[config.mk]
export PLATFORM = sky130hd
export DESIGN_NAME = mips_multicycle_ctrl
export DESIGN_NICKNAME = d
export VERILOG_FILES = /design/src/rtl/mips_ctrl_pkg.sv /design/src/rtl/mips_alu_decoder.sv /design/src/rtl/mips_multicycle_ctrl.sv
export SDC_FILE = /design/constraint.sdc
export NUM_CORES = 1
export LEC_CHECK = 0
export BUFFER_PORTS_ARGS = -buffer_cell sky130_fd_sc_hd__buf_2
export CORE_UTILIZATION = 43
export CTS_BUF_LIST = sky130_fd_sc_hd__clkbuf_16
export DETAILED_ROUTE_END_ITERATION = 12
export PLACE_DENSITY = 0.8
export SYNTH_ARGS = -nofsm -noshare
export SYNTH_HDL_FRONTEND = slang
export SYNTH_SLANG_ARGS = --single-unit
[constraint.sdc]
create_clock -name clk -period 1.73 [get_ports clk]
set_clock_uncertainty 0.1 [all_clocks]
set_input_delay 0.0865 -clock clk [delete_from_list [all_inputs] [get_ports clk]]
set_output_delay 0.0865 -clock clk [all_outputs]
set_load 0.02 [all_outputs]
[src/rtl/mips_ctrl_pkg.sv]
// Shared encodings for the multicycle MIPS control path.
// Holds opcode/funct constants, the 4-bit FSM state encoding, ALU op codes
// and the alu_src_b / pc_src select codes.
// Optional feature macro: MIPS_CTRL_JUMP_EN (adds the JUMP state for opcode j).
package mips_ctrl_pkg;

  // Opcodes (instruction bits 31:26)
  localparam logic [5:0] OP_RTYPE = 6'b000000;
  localparam logic [5:0] OP_LW    = 6'b100011;
  localparam logic [5:0] OP_SW    = 6'b101011;
  localparam logic [5:0] OP_BEQ   = 6'b000100;
  localparam logic [5:0] OP_ADDI  = 6'b001000;
  localparam logic [5:0] OP_J     = 6'b000010;

  // R-type funct codes (instruction bits 5:0)
  localparam logic [5:0] FN_ADD = 6'b100000;
  localparam logic [5:0] FN_SUB = 6'b100010;
  localparam logic [5:0] FN_AND = 6'b100100;
  localparam logic [5:0] FN_OR  = 6'b100101;
  localparam logic [5:0] FN_SLT = 6'b101010;

  // ALU operation codes
  localparam logic [2:0] ALU_ADD = 3'b010;
  localparam logic [2:0] ALU_SUB = 3'b110;
  localparam logic [2:0] ALU_AND = 3'b000;
  localparam logic [2:0] ALU_OR  = 3'b001;
  localparam logic [2:0] ALU_SLT = 3'b111;

  // ALU B operand selects
  localparam logic [1:0] SRCB_REGB    = 2'b00;
  localparam logic [1:0] SRCB_FOUR    = 2'b01;
  localparam logic [1:0] SRCB_IMM     = 2'b10;
  localparam logic [1:0] SRCB_IMM_SH2 = 2'b11;

  // PC source selects
  localparam logic [1:0] PCSRC_ALU    = 2'b00;
  localparam logic [1:0] PCSRC_ALUOUT = 2'b01;
  localparam logic [1:0] PCSRC_JUMP   = 2'b10;

  typedef enum logic [3:0] {
    S_FETCH  = 4'd0,
    S_DECODE = 4'd1,
    S_MEMADR = 4'd2,
    S_MEMRD  = 4'd3,
    S_MEMWB  = 4'd4,
    S_MEMWR  = 4'd5,
    S_EXEC   = 4'd6,
    S_ALUWB  = 4'd7,
    S_BRANCH = 4'd8,
    S_ADDIEX = 4'd9,
    S_ADDIWB = 4'd10
`ifdef MIPS_CTRL_JUMP_EN
    , S_JUMP = 4'd11
`endif
  } state_t;

endpackage

[src/rtl/mips_alu_decoder.sv]
// Maps the R-type funct field to an ALU operation.
// Ports:
//   funct       in  6  instruction bits 5:0
//   alu_control out 3  ALU op code (add for any unsupported funct)
//   illegal     out 1  funct is not one of add/sub/and/or/slt
module mips_alu_decoder
  import mips_ctrl_pkg::*;
(
  input  logic [5:0] funct,
  output logic [2:0] alu_control,
  output logic       illegal
);

  always_comb begin
    alu_control = ALU_ADD;
    illegal     = 1'b0;
    unique case (funct)
      FN_ADD:  alu_control = ALU_ADD;
      FN_SUB:  alu_control = ALU_SUB;
      FN_AND:  alu_control = ALU_AND;
      FN_OR:   alu_control = ALU_OR;
      FN_SLT:  alu_control = ALU_SLT;
      default: illegal     = 1'b1;
    endcase
  end

endmodule

[src/rtl/mips_multicycle_ctrl.sv]
// Multicycle control FSM for the MIPS core: sequences the shared ALU and the
// unified instruction/data memory, holding memory states until mem_ready.
// Optional feature macro: MIPS_CTRL_JUMP_EN (decode opcode j into JUMP;
// otherwise j is reported as illegal).
// Ports:
//   clk, reset (async, active-high)
//   opcode, funct      IR fields;  zero  ALU zero flag;  mem_ready  memory done
//   mem_req, mem_we, iord, ir_we, pc_we, pc_src, alu_src_a, alu_src_b,
//   alu_control, reg_dst, mem_to_reg, reg_we   datapath controls
//   illegal_op         one-cycle pulse on unsupported opcode/funct
//   state              current FSM state (debug)
module mips_multicycle_ctrl
  import mips_ctrl_pkg::*;
(
  input  logic       clk,
  input  logic       reset,
  input  logic [5:0] opcode,
  input  logic [5:0] funct,
  input  logic       zero,
  input  logic       mem_ready,
  output logic       mem_req,
  output logic       mem_we,
  output logic       iord,
  output logic       ir_we,
  output logic       pc_we,
  output logic [1:0] pc_src,
  output logic       alu_src_a,
  output logic [1:0] alu_src_b,
  output logic [2:0] alu_control,
  output logic       reg_dst,
  output logic       mem_to_reg,
  output logic       reg_we,
  output logic       illegal_op,
  output logic [3:0] state
);

  state_t     state_q, state_d;
  logic [2:0] funct_alu;
  logic       funct_illegal;

  // Ungated enables; reset masks them below so nothing fires while held.
  logic mem_req_c, mem_we_c, ir_we_c, pc_we_c, reg_we_c, illegal_c;

  mips_alu_decoder u_alu_dec (
    .funct       (funct),
    .alu_control (funct_alu),
    .illegal     (funct_illegal)
  );

  always_ff @(posedge clk or posedge reset) begin
    if (reset) state_q <= S_FETCH;
    else       state_q <= state_d;
  end

  always_comb begin
    state_d     = state_q;
    mem_req_c   = 1'b0;
    mem_we_c    = 1'b0;
    ir_we_c     = 1'b0;
    pc_we_c     = 1'b0;
    reg_we_c    = 1'b0;
    illegal_c   = 1'b0;
    iord        = 1'b0;
    pc_src      = PCSRC_ALU;
    alu_src_a   = 1'b0;
    alu_src_b   = SRCB_REGB;
    alu_control = ALU_ADD;
    reg_dst     = 1'b0;
    mem_to_reg  = 1'b0;

    unique case (state_q)
      S_FETCH: begin
        mem_req_c = 1'b1;
        alu_src_b = SRCB_FOUR;
        ir_we_c   = mem_ready;
        pc_we_c   = mem_ready;
        if (mem_ready) state_d = S_DECODE;
      end
      S_DECODE: begin
        alu_src_b = SRCB_IMM_SH2;
        unique case (opcode)
          OP_LW, OP_SW: state_d = S_MEMADR;
          OP_RTYPE:     state_d = S_EXEC;
          OP_BEQ:       state_d = S_BRANCH;
          OP_ADDI:      state_d = S_ADDIEX;
`ifdef MIPS_CTRL_JUMP_EN
          OP_J:         state_d = S_JUMP;
`endif
          default: begin
            illegal_c = 1'b1;
            state_d   = S_FETCH;
          end
        endcase
      end
      S_MEMADR: begin
        alu_src_a = 1'b1;
        alu_src_b = SRCB_IMM;
        state_d   = (opcode == OP_SW) ? S_MEMWR : S_MEMRD;
      end
      S_MEMRD: begin
        mem_req_c = 1'b1;
        iord      = 1'b1;
        if (mem_ready) state_d = S_MEMWB;
      end
      S_MEMWB: begin
        reg_we_c   = 1'b1;
        mem_to_reg = 1'b1;
        state_d    = S_FETCH;
      end
      S_MEMWR: begin
        mem_req_c = 1'b1;
        mem_we_c  = 1'b1;
        iord      = 1'b1;
        if (mem_ready) state_d = S_FETCH;
      end
      S_EXEC: begin
        alu_src_a   = 1'b1;
        alu_control = funct_alu;
        illegal_c   = funct_illegal;
        state_d     = S_ALUWB;
      end
      S_ALUWB: begin
        reg_we_c = 1'b1;
        reg_dst  = 1'b1;
        state_d  = S_FETCH;
      end
      S_BRANCH: begin
        alu_src_a   = 1'b1;
        alu_control = ALU_SUB;
        pc_src      = PCSRC_ALUOUT;
        pc_we_c     = zero;
        state_d     = S_FETCH;
      end
      S_ADDIEX: begin
        alu_src_a = 1'b1;
        alu_src_b = SRCB_IMM;
        state_d   = S_ADDIWB;
      end
      S_ADDIWB: begin
        reg_we_c = 1'b1;
        state_d  = S_FETCH;
      end
`ifdef MIPS_CTRL_JUMP_EN
      S_JUMP: begin
        pc_src  = PCSRC_JUMP;
        pc_we_c = 1'b1;
        state_d = S_FETCH;
      end
`endif
      default: state_d = S_FETCH;
    endcase
  end

  assign mem_req    = mem_req_c & ~reset;
  assign mem_we     = mem_we_c  & ~reset;
  assign ir_we      = ir_we_c   & ~reset;
  assign pc_we      = pc_we_c   & ~reset;
  assign reg_we     = reg_we_c  & ~reset;
  assign illegal_op = illegal_c & ~reset;
  assign state      = state_q;

endmodule

Word-level counts from Yosys, hierarchy flattened
Index checks and enable logic that the tools add are counted.
- word-level logic and storage cells: 63
- input port bits: 16
- output and inout bits: 21
- flip-flop bits (word level): 4
- reduce and logical (&&, ||, !) cells: 11
- bitwise gates (word level): 7
- equal/unequal tests: 22
- multiplexer cells: 22
- operators with widths (operator ; number):
    equality test 6 bit, second input constant ; 7
    case mux 4 bit (7 select lines) ; 1
    equality test 4 x 3 -> 1 bit, second input constant ; 4
    case mux 4 bit (4 select lines) ; 1
    equality test 4 bit, second input constant ; 3
    2-to-1 mux 4 bit ; 3
    case mux 3 bit (4 select lines) ; 1
    2-to-1 mux 1 bit ; 11
    OR reduction 5 bit ; 2
    equality test 4 x 2 -> 1 bit, second input constant ; 2
    bitwise AND 1 bit ; 6
    equality test 6 x 3 -> 1 bit, second input constant ; 1
    equality test 6 x 4 -> 1 bit, second input constant ; 1
    zero test 6 bit ; 1
    != test 2 bit, second input constant ; 3
    case mux 2 bit (3 select lines) ; 1
    case mux 3 bit (2 select lines) ; 1
    OR reduction 2 bit ; 3
    OR reduction 3 bit ; 2
    equality test 4 x 1 -> 1 bit, second input constant ; 1
    zero test 4 bit ; 1
    case mux 1 bit (2 select lines) ; 2
    OR reduction 4 bit ; 1
    2-to-1 mux 3 bit ; 1
    other kinds (2) ; 2

Longest topological paths before layout
- word-level depth: 5
- mapped depth: 6

Cells and area by module
Synthesis repeated with hierarchy kept, for this count alone.
- cells, all modules: 91
- area total of the unflattened synthesis: 628.1 sq um
- by module, submodules not included (module ; cells each ; area each (sq um) ; instances):
    mips_multicycle_ctrl ; 81 ; 544.3 ; 1
    mips_alu_decoder ; 10 ; 83.8 ; 1

Least setup slack after synthesis
OpenSTA, ideal clock, no wires.
- path type: flip-flop to output port
- start: reg state_q[2] (netlist: state[2])
- end: out alu_control[2]
- required time: 1.543 ns
- setup slack: 0.004 ns
- cell stages (with the launch flop): 4
- arrival time: 1.540 ns
- buffers on the path: 1
- cells stage by stage: dfrtp_1 buf_6 nor4b_2 a41o_1
- longest elaborated chain between the ends: 2
- elaborated cells between the ends (all ways): 3
- classes of those cells: eq/ne (2); mux (1)
- RTL lines (what ; line ; RTL):
    start: declaration ; mips_multicycle_ctrl.sv:37 ; state_t state_q, state_d;
    start signal: assignment ; mips_multicycle_ctrl.sv:52 ; else state_q <= state_d;
    equality test 4 bit or equality test 4 x 3 -> 1 bit (tied branches) ; mips_multicycle_ctrl.sv:71 ; unique case (state_q)
    case mux 3 bit (2 select lines) (*) ; mips_multicycle_ctrl.sv:71 ;
    end: declaration ; mips_multicycle_ctrl.sv:29 ; output logic [2:0] alu_control,
Mark *: on every way between the ends. The rest lies on a longest branch, timed or not.

Worst setup path after layout
Ends and elaborated chain as after synthesis.

==> run metrics <==
DIE HEIGHT=41.12 um; fin crit share=0.9733; Peak supply drop=about 0.00066 V; Power Internal=between 800 and 900 uW; gr ovfl total=0; Slew Limit Fails=0; Final setup viols=0; clk root buf=clkbuf_16; drt drc=0; most frequent cells in the layout=buf_2, nor2_1, nor3_1, buf_4, nand3_1; worst skew pair latency=about 0.23 ns; chip width=41.12 um; Seq/Total Area, Yosys=0.1521; combinational fraction of design power=0.636; vias in the first global route=696; Netlist cell types=between 40 and 50; Post-CTS Setup Inserts=0; Syn Nets=about 100; CP arrival=around 1.5 ns; Area Overhead vs Synth=44.87%; synth warn=0; launch point of the worst reg-to-reg path=state[0]; net switching fraction of the power=0.4662; total negative slack=0 ns; WHS Path Cells=2; Tot Pwr=between 1.5 and 2 mW; most common cell after layout, fill and taps aside=buf_2; ant diodes=0; RSZ-0062 raised after global routing=yes; Clock Tree Buf Depth=2; Syn Area/Cell=7.479 um^2; endpoints failing hold=0; core area=~1400 um^2; worst r2r path cells=5; Hold Crit Class=primary input to flip-flop; Post-Syn Area=~660 um^2; reg-to-reg slack, setup=roughly 0.28 ns; initial core utilization=0.4817; NetSw=~700 uW; R2R Path End=state[2]; CTS H-tree depth=1; initial DRC count=23; initial antenna violation count=0; first-pass iteration count of the detailed router=4; Crit. End Element=output port; fin nets=roughly 140; first-pass GRT wire length=about 2.9 mm; Yosys reg bits=4; Max-Cap Viols=0; Final Non-Filler Cells=~140; clock slew at reported path FFs=0.03 ns; DP HPWL=1.432 mm; vias=848; Port-buffer cells=35; power density cells=roughly 1600 nW/um^2; pin count of the biggest net entering global routing=12; RD Place Congestion=~0.90; antenna-violating nets left=0; CP Launch Type=flip-flop; Clock Sink Count=4; Largest register FFs=4; placed instance count=roughly 140; CTS tree=yes; critical path fanouts, max=9; Num CTS Buffers=3; P_leak=~0.48 nW; share of power burned in registers=0.121; share of cells above drive strength 1=0.4841; GRT Total Usage=0.2653; Final min period=roughly 1.7 ns; Via density=between 6 and 7; Final Core Density=0.6978; Crit. Startpoint=state[2]; run status=completed; DRT Wirelength=roughly 2.0 mm; Syn Inst Count=between 80 and 90; # rows=13; die area=around 1700 um^2; Worst EP required=roughly 1.5 ns; I/O pins=37; Fmax=0.5939 GHz; critical path class=flip-flop to output port; smallest hold slack=just over 0.08 ns; WL/cell=roughly 14 um; clock power share=0.243; Worst Setup EP=alu_control[2]
==> routing by layer <==
metal  vias up  GRT usage  wire length (um)
met5         -          0                 0
met4         0     0.1613                53
met3         9    0.08152               122
met2        49     0.4180               950
met1       390     0.3099               846
li1        400          -                 -
==> cells in the mapped netlist <==
| cell | instances | area, um^2 |
|---|---|---|
| nor3_4 | 1 | 16.27 |
| nand3_1 | 4 | 20.02 |
| inv_2 | 2 | 7.510 |
| nor3_2 | 1 | 10.01 |
| o21ai_1 | 2 | 10.01 |
| buf_2 | 1 | 5.000 |
| mux2_2 | 1 | 11.26 |
| a221oi_2 | 1 | 15.01 |
| buf_6 | 2 | 22.52 |
| and4_1 | 1 | 8.760 |
| nor3_1 | 9 | 45.04 |
| o221ai_1 | 1 | 8.760 |
| nor2b_1 | 4 | 25.02 |
| nand2b_1 | 3 | 18.77 |
| nor4b_2 | 1 | 15.01 |
| nor2_2 | 1 | 6.260 |
| o21ai_0 | 2 | 10.01 |
| nand4_1 | 1 | 6.260 |
| o21a_1 | 1 | 7.510 |
| o211a_1 | 1 | 10.01 |
| nor3b_1 | 3 | 22.52 |
| and3_2 | 1 | 7.510 |
| conb_1 | 1 | 3.750 |
| mux2i_1 | 1 | 10.01 |
| a31oi_1 | 2 | 12.51 |
| xnor2_1 | 2 | 17.52 |
| a21o_1 | 2 | 15.01 |
| a21oi_1 | 3 | 15.01 |
| inv_1 | 1 | 3.750 |
| nor2_1 | 11 | 41.29 |
| and3_1 | 3 | 18.77 |
| nand2_1 | 3 | 11.26 |
| dfrtp_1 | 4 | 100.1 |
| and2b_1 | 1 | 7.510 |
| and4b_1 | 1 | 10.01 |
| clkbuf_8 | 1 | 13.76 |
| a22oi_1 | 1 | 7.510 |
| or3_4 | 1 | 11.26 |
| a41o_1 | 1 | 10.01 |
| o32ai_1 | 1 | 8.760 |
| o2bb2ai_1 | 1 | 8.760 |
| buf_4 | 3 | 22.52 |
==> worst min-delay path by stage <==
stage	start	end	slack, ns
global route	mem_ready	state[2]	0.11
CTS	mem_ready	state[2]	0.07
detailed placement	reset	state[0]	-0.05
finish	mem_ready	state[2]	0.08
floorplan	reset	state[0]	-0.25
global placement	reset	state[3]	-0.07
==> kinds of logic after synthesis <==
group                  Yosys count  share of synthesized area
AO/OA/AOI/OAI                   19                     0.2110
AND/OR/NAND/NOR                 50                     0.4582
other                            1                   0.005698
buffers and inverters           10                     0.1141
XOR/XNOR                         2                    0.02662
flip-flops                       4                     0.1521
multiplexers                     2                    0.03232
==> power by group through the flow <==
stage                     clock network, mW  logic (mW)  registers (mW)
after global routing                  0.382        1.05           0.189
after global placement                    0       0.871           0.171
after floorplan                           0       0.635           0.191
after CTS                             0.370       0.889           0.174
after detailed placement                  0       0.878           0.172
final                                 0.368       0.960           0.183
==> worst max-delay path, stage by stage, from the launching register on <==
cell and delay [ns]:
dfrtp_2 0.47, buf_4 0.20, nor4b_4 0.30, a41o_1 0.13, buf_2 0.16
==> through the flow <==
stage               worst slack (ns)  instance area (um^2)
floorplan                   0.003697                 658.1
global placement              0.2629                 833.3
detailed placement            0.2401                 833.3
CTS                         0.008094                 919.6
global route                -0.02264                 953.4
finish                       0.04622                 953.4
==> timing repair <==
item	CTS	global route
pin swaps	0	1
resized for setup	1	9
hold buffers	1	0
hold endpoints to repair	4	0
setup endpoints to repair	1	6
==> layout make-up <==
| cell class | count | area [um^2] |
|---|---|---|
| clock buffers | 3 | 75.07 |
| well taps | 15 | 18.77 |
| multi-input cells | 74 | 509.2 |
| repair buffers | 42 | 235.2 |
| inverters | 3 | 11.26 |
| flip-flops and latches | 4 | 103.9 |
| fillers | 112 | 412.9 |
Power figures use the tool's default switching activity.
